## src/rtl/fp_addsub_arbiter_if.sv

```systemverilog
// Bundle of the two requester ports, their response ports and the shared add/sub datapath port.
// master drives requests, response readies, flush0 and dp_result; slave is the arbiter.
interface fp_addsub_arbiter_if #(
  parameter int unsigned TAG_W = 5
);
  logic             req0_valid;
  logic             req0_ready;
  logic [31:0]      req0_a;
  logic [31:0]      req0_b;
  logic             req0_sub;
  logic [TAG_W-1:0] req0_tag;

  logic             req1_valid;
  logic             req1_ready;
  logic [31:0]      req1_a;
  logic [31:0]      req1_b;
  logic             req1_sub;
  logic [TAG_W-1:0] req1_tag;

  logic             resp0_valid;
  logic             resp0_ready;
  logic [31:0]      resp0_result;
  logic [TAG_W-1:0] resp0_tag;

  logic             resp1_valid;
  logic             resp1_ready;
  logic [31:0]      resp1_result;
  logic [TAG_W-1:0] resp1_tag;

  logic             flush0;
  logic             dp_en;
  logic [31:0]      dp_num1;
  logic [31:0]      dp_num2;
  logic             dp_add_sub;
  logic [31:0]      dp_result;
  logic             busy;

  modport master (
    output req0_valid, req0_a, req0_b, req0_sub, req0_tag,
    output req1_valid, req1_a, req1_b, req1_sub, req1_tag,
    output resp0_ready, resp1_ready, flush0, dp_result,
    input  req0_ready, req1_ready,
    input  resp0_valid, resp0_result, resp0_tag,
    input  resp1_valid, resp1_result, resp1_tag,
    input  dp_en, dp_num1, dp_num2, dp_add_sub, busy
  );

  modport slave (
    input  req0_valid, req0_a, req0_b, req0_sub, req0_tag,
    input  req1_valid, req1_a, req1_b, req1_sub, req1_tag,
    input  resp0_ready, resp1_ready, flush0, dp_result,
    output req0_ready, req1_ready,
    output resp0_valid, resp0_result, resp0_tag,
    output resp1_valid, resp1_result, resp1_tag,
    output dp_en, dp_num1, dp_num2, dp_add_sub, busy
  );
endinterface

```

## src/rtl/fp_addsub_arbiter.sv

```systemverilog
// Two-requester arbiter for a shared LAT-stage FP add/sub pipeline with owner/tag tracking.
// Define FP_ADDSUB_RR_EN for round-robin arbitration; default is fixed priority to req0.
module fp_addsub_arbiter #(
  parameter int unsigned LAT   = 3,
  parameter int unsigned TAG_W = 5
) (
  input logic                clk,
  input logic                reset,
  fp_addsub_arbiter_if.slave bus
);

  // Tracking pipe: slot LAT-1 is the head, aligned with dp_result.
  logic [LAT-1:0]            vld_q, vld_d;
  logic [LAT-1:0]            own_q, own_d;
  logic [LAT-1:0][TAG_W-1:0] tag_q, tag_d;

  logic [LAT:0]              vld_sh, own_sh;
  logic [LAT:0][TAG_W-1:0]   tag_sh;
  logic [LAT-1:0]            vld_mv, own_mv;
  logic [LAT-1:0][TAG_W-1:0] tag_mv;

  logic head_vld, head_own, head_ready;
  logic elig0, elig1, gnt0, gnt1, acc0, acc1, dp_en;

  assign head_vld   = vld_q[LAT-1];
  assign head_own   = own_q[LAT-1];
  assign head_ready = head_own ? bus.resp1_ready : bus.resp0_ready;

  // A req0 head being flushed must not hold the pipe.
  assign dp_en = !(head_vld && !head_ready) || (bus.flush0 && !head_own);

  assign elig0 = bus.req0_valid && !bus.flush0;
  assign elig1 = bus.req1_valid;

`ifdef FP_ADDSUB_RR_EN
  logic rr_q, rr_d;

  // rr_q == 0 favours req0 when both are eligible.
  always_comb begin
    gnt0 = elig0 && (!elig1 || !rr_q);
    gnt1 = elig1 && (!elig0 || rr_q);
    rr_d = rr_q;
    if (acc0) begin
      rr_d = 1'b1;
    end else if (acc1) begin
      rr_d = 1'b0;
    end
  end

  always_ff @(posedge clk) begin
    if (reset) begin
      rr_q <= 1'b0;
    end else begin
      rr_q <= rr_d;
    end
  end
`else
  always_comb begin
    gnt0 = elig0;
    gnt1 = elig1 && !elig0;
  end
`endif

  assign acc0 = gnt0 && dp_en && !reset;
  assign acc1 = gnt1 && dp_en && !reset;

  always_comb begin
    vld_sh = {vld_q, acc0 | acc1};
    own_sh = {own_q, acc1};
    tag_sh = {tag_q, (acc1 ? bus.req1_tag : bus.req0_tag)};
    if (dp_en) begin
      vld_mv = vld_sh[LAT-1:0];
      own_mv = own_sh[LAT-1:0];
      tag_mv = tag_sh[LAT-1:0];
    end else begin
      vld_mv = vld_q;
      own_mv = own_q;
      tag_mv = tag_q;
    end
    // flush0 kills every req0-owned slot, wherever it ends up this edge.
    vld_d = vld_mv & (bus.flush0 ? own_mv : {LAT{1'b1}});
    own_d = own_mv;
    tag_d = tag_mv;
  end

  always_ff @(posedge clk) begin
    if (reset) begin
      vld_q <= '0;
      own_q <= '0;
      tag_q <= '0;
    end else begin
      vld_q <= vld_d;
      own_q <= own_d;
      tag_q <= tag_d;
    end
  end

  assign bus.req0_ready   = acc0;
  assign bus.req1_ready   = acc1;
  assign bus.dp_en        = dp_en;
  assign bus.dp_num1      = gnt1 ? bus.req1_a   : bus.req0_a;
  assign bus.dp_num2      = gnt1 ? bus.req1_b   : bus.req0_b;
  assign bus.dp_add_sub   = gnt1 ? bus.req1_sub : bus.req0_sub;

  assign bus.resp0_valid  = head_vld && !head_own && !bus.flush0;
  assign bus.resp1_valid  = head_vld && head_own;
  assign bus.resp0_result = bus.dp_result;
  assign bus.resp1_result = bus.dp_result;
  assign bus.resp0_tag    = tag_q[LAT-1];
  assign bus.resp1_tag    = tag_q[LAT-1];
  assign bus.busy         = |vld_q;

endmodule

```

## src/flat_wrapper.sv

```systemverilog
// flat-port wrapper written by rule: the top's interface ports become plain ports
module fp_addsub_arbiter_flat 
#(
  parameter int unsigned LAT   = 3,
  parameter int unsigned TAG_W = 5
)
  (clk, reset, bus_req0_valid, bus_req0_a, bus_req0_b, bus_req0_sub, bus_req0_tag, bus_req1_valid, bus_req1_a, bus_req1_b, bus_req1_sub, bus_req1_tag, bus_resp0_ready, bus_resp1_ready, bus_flush0, bus_dp_result, bus_req0_ready, bus_req1_ready, bus_resp0_valid, bus_resp0_result, bus_resp0_tag, bus_resp1_valid, bus_resp1_result, bus_resp1_tag, bus_dp_en, bus_dp_num1, bus_dp_num2, bus_dp_add_sub, bus_busy);
  fp_addsub_arbiter_if #(.TAG_W(TAG_W)) bus_i ();
  input logic clk;
  input logic reset;
  input wire logic [$bits(bus_i.req0_valid)-1:0] bus_req0_valid;
  input wire logic [$bits(bus_i.req0_a)-1:0] bus_req0_a;
  input wire logic [$bits(bus_i.req0_b)-1:0] bus_req0_b;
  input wire logic [$bits(bus_i.req0_sub)-1:0] bus_req0_sub;
  input wire logic [$bits(bus_i.req0_tag)-1:0] bus_req0_tag;
  input wire logic [$bits(bus_i.req1_valid)-1:0] bus_req1_valid;
  input wire logic [$bits(bus_i.req1_a)-1:0] bus_req1_a;
  input wire logic [$bits(bus_i.req1_b)-1:0] bus_req1_b;
  input wire logic [$bits(bus_i.req1_sub)-1:0] bus_req1_sub;
  input wire logic [$bits(bus_i.req1_tag)-1:0] bus_req1_tag;
  input wire logic [$bits(bus_i.resp0_ready)-1:0] bus_resp0_ready;
  input wire logic [$bits(bus_i.resp1_ready)-1:0] bus_resp1_ready;
  input wire logic [$bits(bus_i.flush0)-1:0] bus_flush0;
  input wire logic [$bits(bus_i.dp_result)-1:0] bus_dp_result;
  output wire logic [$bits(bus_i.req0_ready)-1:0] bus_req0_ready;
  output wire logic [$bits(bus_i.req1_ready)-1:0] bus_req1_ready;
  output wire logic [$bits(bus_i.resp0_valid)-1:0] bus_resp0_valid;
  output wire logic [$bits(bus_i.resp0_result)-1:0] bus_resp0_result;
  output wire logic [$bits(bus_i.resp0_tag)-1:0] bus_resp0_tag;
  output wire logic [$bits(bus_i.resp1_valid)-1:0] bus_resp1_valid;
  output wire logic [$bits(bus_i.resp1_result)-1:0] bus_resp1_result;
  output wire logic [$bits(bus_i.resp1_tag)-1:0] bus_resp1_tag;
  output wire logic [$bits(bus_i.dp_en)-1:0] bus_dp_en;
  output wire logic [$bits(bus_i.dp_num1)-1:0] bus_dp_num1;
  output wire logic [$bits(bus_i.dp_num2)-1:0] bus_dp_num2;
  output wire logic [$bits(bus_i.dp_add_sub)-1:0] bus_dp_add_sub;
  output wire logic [$bits(bus_i.busy)-1:0] bus_busy;
  assign bus_i.req0_valid = bus_req0_valid;
  assign bus_i.req0_a = bus_req0_a;
  assign bus_i.req0_b = bus_req0_b;
  assign bus_i.req0_sub = bus_req0_sub;
  assign bus_i.req0_tag = bus_req0_tag;
  assign bus_i.req1_valid = bus_req1_valid;
  assign bus_i.req1_a = bus_req1_a;
  assign bus_i.req1_b = bus_req1_b;
  assign bus_i.req1_sub = bus_req1_sub;
  assign bus_i.req1_tag = bus_req1_tag;
  assign bus_i.resp0_ready = bus_resp0_ready;
  assign bus_i.resp1_ready = bus_resp1_ready;
  assign bus_i.flush0 = bus_flush0;
  assign bus_i.dp_result = bus_dp_result;
  assign bus_req0_ready = bus_i.req0_ready;
  assign bus_req1_ready = bus_i.req1_ready;
  assign bus_resp0_valid = bus_i.resp0_valid;
  assign bus_resp0_result = bus_i.resp0_result;
  assign bus_resp0_tag = bus_i.resp0_tag;
  assign bus_resp1_valid = bus_i.resp1_valid;
  assign bus_resp1_result = bus_i.resp1_result;
  assign bus_resp1_tag = bus_i.resp1_tag;
  assign bus_dp_en = bus_i.dp_en;
  assign bus_dp_num1 = bus_i.dp_num1;
  assign bus_dp_num2 = bus_i.dp_num2;
  assign bus_dp_add_sub = bus_i.dp_add_sub;
  assign bus_busy = bus_i.busy;
  fp_addsub_arbiter #(.LAT(LAT), .TAG_W(TAG_W)) u_core (.clk(clk), .reset(reset), .bus(bus_i));
endmodule
```

## config.mk

```make
export PLATFORM = sky130hd
export DESIGN_NAME = fp_addsub_arbiter_flat
export DESIGN_NICKNAME = d
export VERILOG_FILES = /design/src/rtl/fp_addsub_arbiter_if.sv /design/src/rtl/fp_addsub_arbiter.sv /design/src/flat_wrapper.sv
export SDC_FILE = /design/constraint.sdc
export NUM_CORES = 1
export LEC_CHECK = 0
export CORE_AREA = 2 2 124 126
export DETAILED_ROUTE_END_ITERATION = 10
export DIE_AREA = 0 0 126 128
export SLEW_MARGIN = 20
export SYNTH_ARGS = -nofsm -noshare
export SYNTH_HDL_FRONTEND = slang
export SYNTH_SLANG_ARGS = --single-unit
```

## constraint.sdc

```tcl
create_clock -name clk -period 1.6 [get_ports clk]
set_clock_uncertainty 0.05 [all_clocks]
set_input_delay 0.16 -clock clk [delete_from_list [all_inputs] [get_ports clk]]
set_output_delay 0.16 -clock clk [all_outputs]
set_load 0.02 [all_outputs]
```

==> out/metrics.csv <==
metric,value,unit
Die Span Y,128,um
global-route usage over all layers,10.42,%
P_leak,2.111,nW
clock slew at reported path FFs,0.06,ns
ANT nets after route,0,
share of cells above drive strength 1,43.26,%
"Distinct cells, synth",31,
Tcrit/Tclk final,95.79,%
Worst EP required,1.39,ns
adder-cell share of the synthesized area,0,%
highest clock rate,652.5,MHz
Die Area,0.01613,sq mm
Initial Util,17.58,%
"commonest cells after routing, fill and taps aside","151 x clkdlybuf4s50_1, 65 x mux2_4, 29 x nand2_1, 29 x buf_2, 27 x clkdlybuf4s15_2",
Horiz. Die Dim,126,um
Routed WL per cell,15.51,um
GRT Residual Overflow,0,
max-slew violations,0,
crit end category,output port,
crit path launch type,input port,
Final Setup Violations,0,
"Seq/Total Area, Yosys",16.09,%
syn nets,434,
worst relative slew slack,83.98,%
Power Density,503.5,mW/mm^2
CTS root buffer,clkbuf_16,
ANT cells,0,
DRT Pass-1 Iters,4,
Tmin final,1.533,ns
CP arrival,1.32,ns
mapped cell area,0.002613,sq mm
hold crit path type,in -> reg,
Final Hold Viols,0,
synth-to-layout area growth,82.52,%
number of synthesized flops with an enable pin,0,
Max Cap Violations,0,
# clock sinks,21,
RSZ-0062 raised after global routing,false,
Final Util,32.08,%
via count,2388,
multi-input logic area,0.001468,sq mm
Final #Nets,610,
port bufs,227,
status,"complete, no violations",
Post-Synth XOR/XNOR Area,0,%
antenna violations before repair,0,
Synth Area in Compound Gates,7.663,%
total power draw,2.401,mW
Final Wtd Congestion,0.8082,
Mean Syn Cell Area,10.25,sq um
main combinational cell family by area after synthesis,multiplexers,
deepest clock path buffer count,2,
H-tree depth,1,
number of inserted filler cells in the final layout,1543,
Post-Synthesis Cells,255,
Iter 0 DRT Violations,16,
# hold bufs at CTS,0,
Clock Latency Late Sink,0.25,ns
Yosys reg bits,21,
CTS tree,done,
Slew @ Worst Pin,0.2395,ns
Max VDD drop,0.3355,mV
Simple-Gate Fraction of Synth Area,9.004,%
DR vias/cell,3.864,
Critical Path Fanout Max,9,
HPWL Detailed,7773,um
FP Rows,45,
largest net degree at the start of global routing,25,
main flop type after synthesis,dfxtp_1,
CP Class,in -> out,
Detailed Route WL,9585,um
multiplexer area fraction after synthesis,37.74,%
first-pass GRT wire length,13390,um
core area,0.01486,sq mm
"commonest non-fill, non-tap cell in the layout",clkdlybuf4s50_1,
Synth warnings,0,
Synth async-reset ratio,0,%
cts bufs inserted,3,
area occupied by registers,421.7,sq um
# DRC,0,
vias in the first global route,2464,
Ports,324,
## cells in the mapped netlist, drive strengths merged (2+ instances only)
| master | count | share of area (%) |
|---|---|---|
| buf | 87 | 28 |
| mux2 | 65 | 37 |
| nand2 | 30 | 4.9 |
| dfxtp | 21 | 16 |
| a21oi | 14 | 2.7 |
| nor2 | 7 | 1.0 |
| a311oi | 6 | 3.2 |
| nand3 | 6 | 1.1 |
| inv | 4 | 0.67 |
| clkbuf | 2 | 0.33 |
| nor3 | 2 | 0.38 |
## flip-flops by register name (all words and copies together) (netlist names)
name / flops
u_core.tag_q: 10
u_core.bus.resp0_tag: 5
u_core.own_q: 3
u_core.vld_q: 3
## report_power, final
part	switching [mW]	total [mW]	internal, mW
registers	0.0174	0.567	0.549
logic	0.501	1.32	0.818
clock network	0.176	0.515	0.339
## worst paths after layout
| path | start | endpoint | slack [ns] | cells after the start |
|---|---|---|---|---|
| max | bus_flush0 | bus_dp_num2[0] | 0.07 | 7 |
| min | bus_flush0 | u_core.vld_q[1]$_SDFF_PP0_ | 0.19 | 3 |
| max reg2reg | u_core.own_q[2]$_SDFF_PP0_ | u_core.vld_q[1]$_SDFF_PP0_ | 0.08 | 6 |
| min reg2reg | u_core.tag_q[6]$_SDFFE_PP0N_ | u_core.tag_q[6]$_SDFFE_PP0N_ | 0.40 | 2 |
## layer usage
layer,track usage (%),wire (um),vias up
met4,1.034,20,0
met2,19.89,4952,177
met1,11.46,3582,1062
li1,-,-,1147
met5,0,0,-
met3,3.673,1029,2
## cell families after synthesis
group,after synthesis
and+or+nand+nor,50
buffers and inverters,93
DFF,21
AOI/OAI and AO/OA,25
muxes,66
## layout make-up
cell class	count	share of cell area (%)
Clock buffer	4	1.653
Sequential cell	21	8.843
Timing Repair Buffer	259	53.42
Multi-Input combinational cell	142	30.78
Inverter	4	0.3674
Tap cell	188	4.933
## stage by stage
| stage | setup TNS, ns | instances | setup WS (ns) | area, sq um | hold slack [ns] |
|---|---|---|---|---|---|
| 2_1_floorplan | 0 | 255 | 0.03252 | 2613 | 0.1988 |
| 6_report | 0 | 618 | 0.06738 | 4768 | 0.1864 |
| 5_1_grt | 0 | 618 | 0.006535 | 4768 | 0.1951 |
| 4_1_cts | -0.003845 | 613 | -0.003845 | 4696 | 0.2112 |
| 3_3_place_gp | -54.25 | 603 | -0.7302 | 4582 | 0.2702 |
| 3_5_place_dp | -55.80 | 603 | -0.7507 | 4582 | 0.2702 |
## critical path: stages
cell and delay (ns):
buf_6 0.10, nand2b_4 0.18, nand2_8 0.17, buf_6 0.14, buf_16 0.12, mux2_4 0.31
buf_6 0.13
## what timing repair did
| item | CTS | global route |
|---|---|---|
| buffers inserted | 3 | 3 |
| gates cloned | 3 | 2 |
| resized for setup | 272 | 18 |
| setup endpoints to repair | 91 | 41 |
| pin swaps | 1 | 3 |
Power figures use the tool's default switching activity.
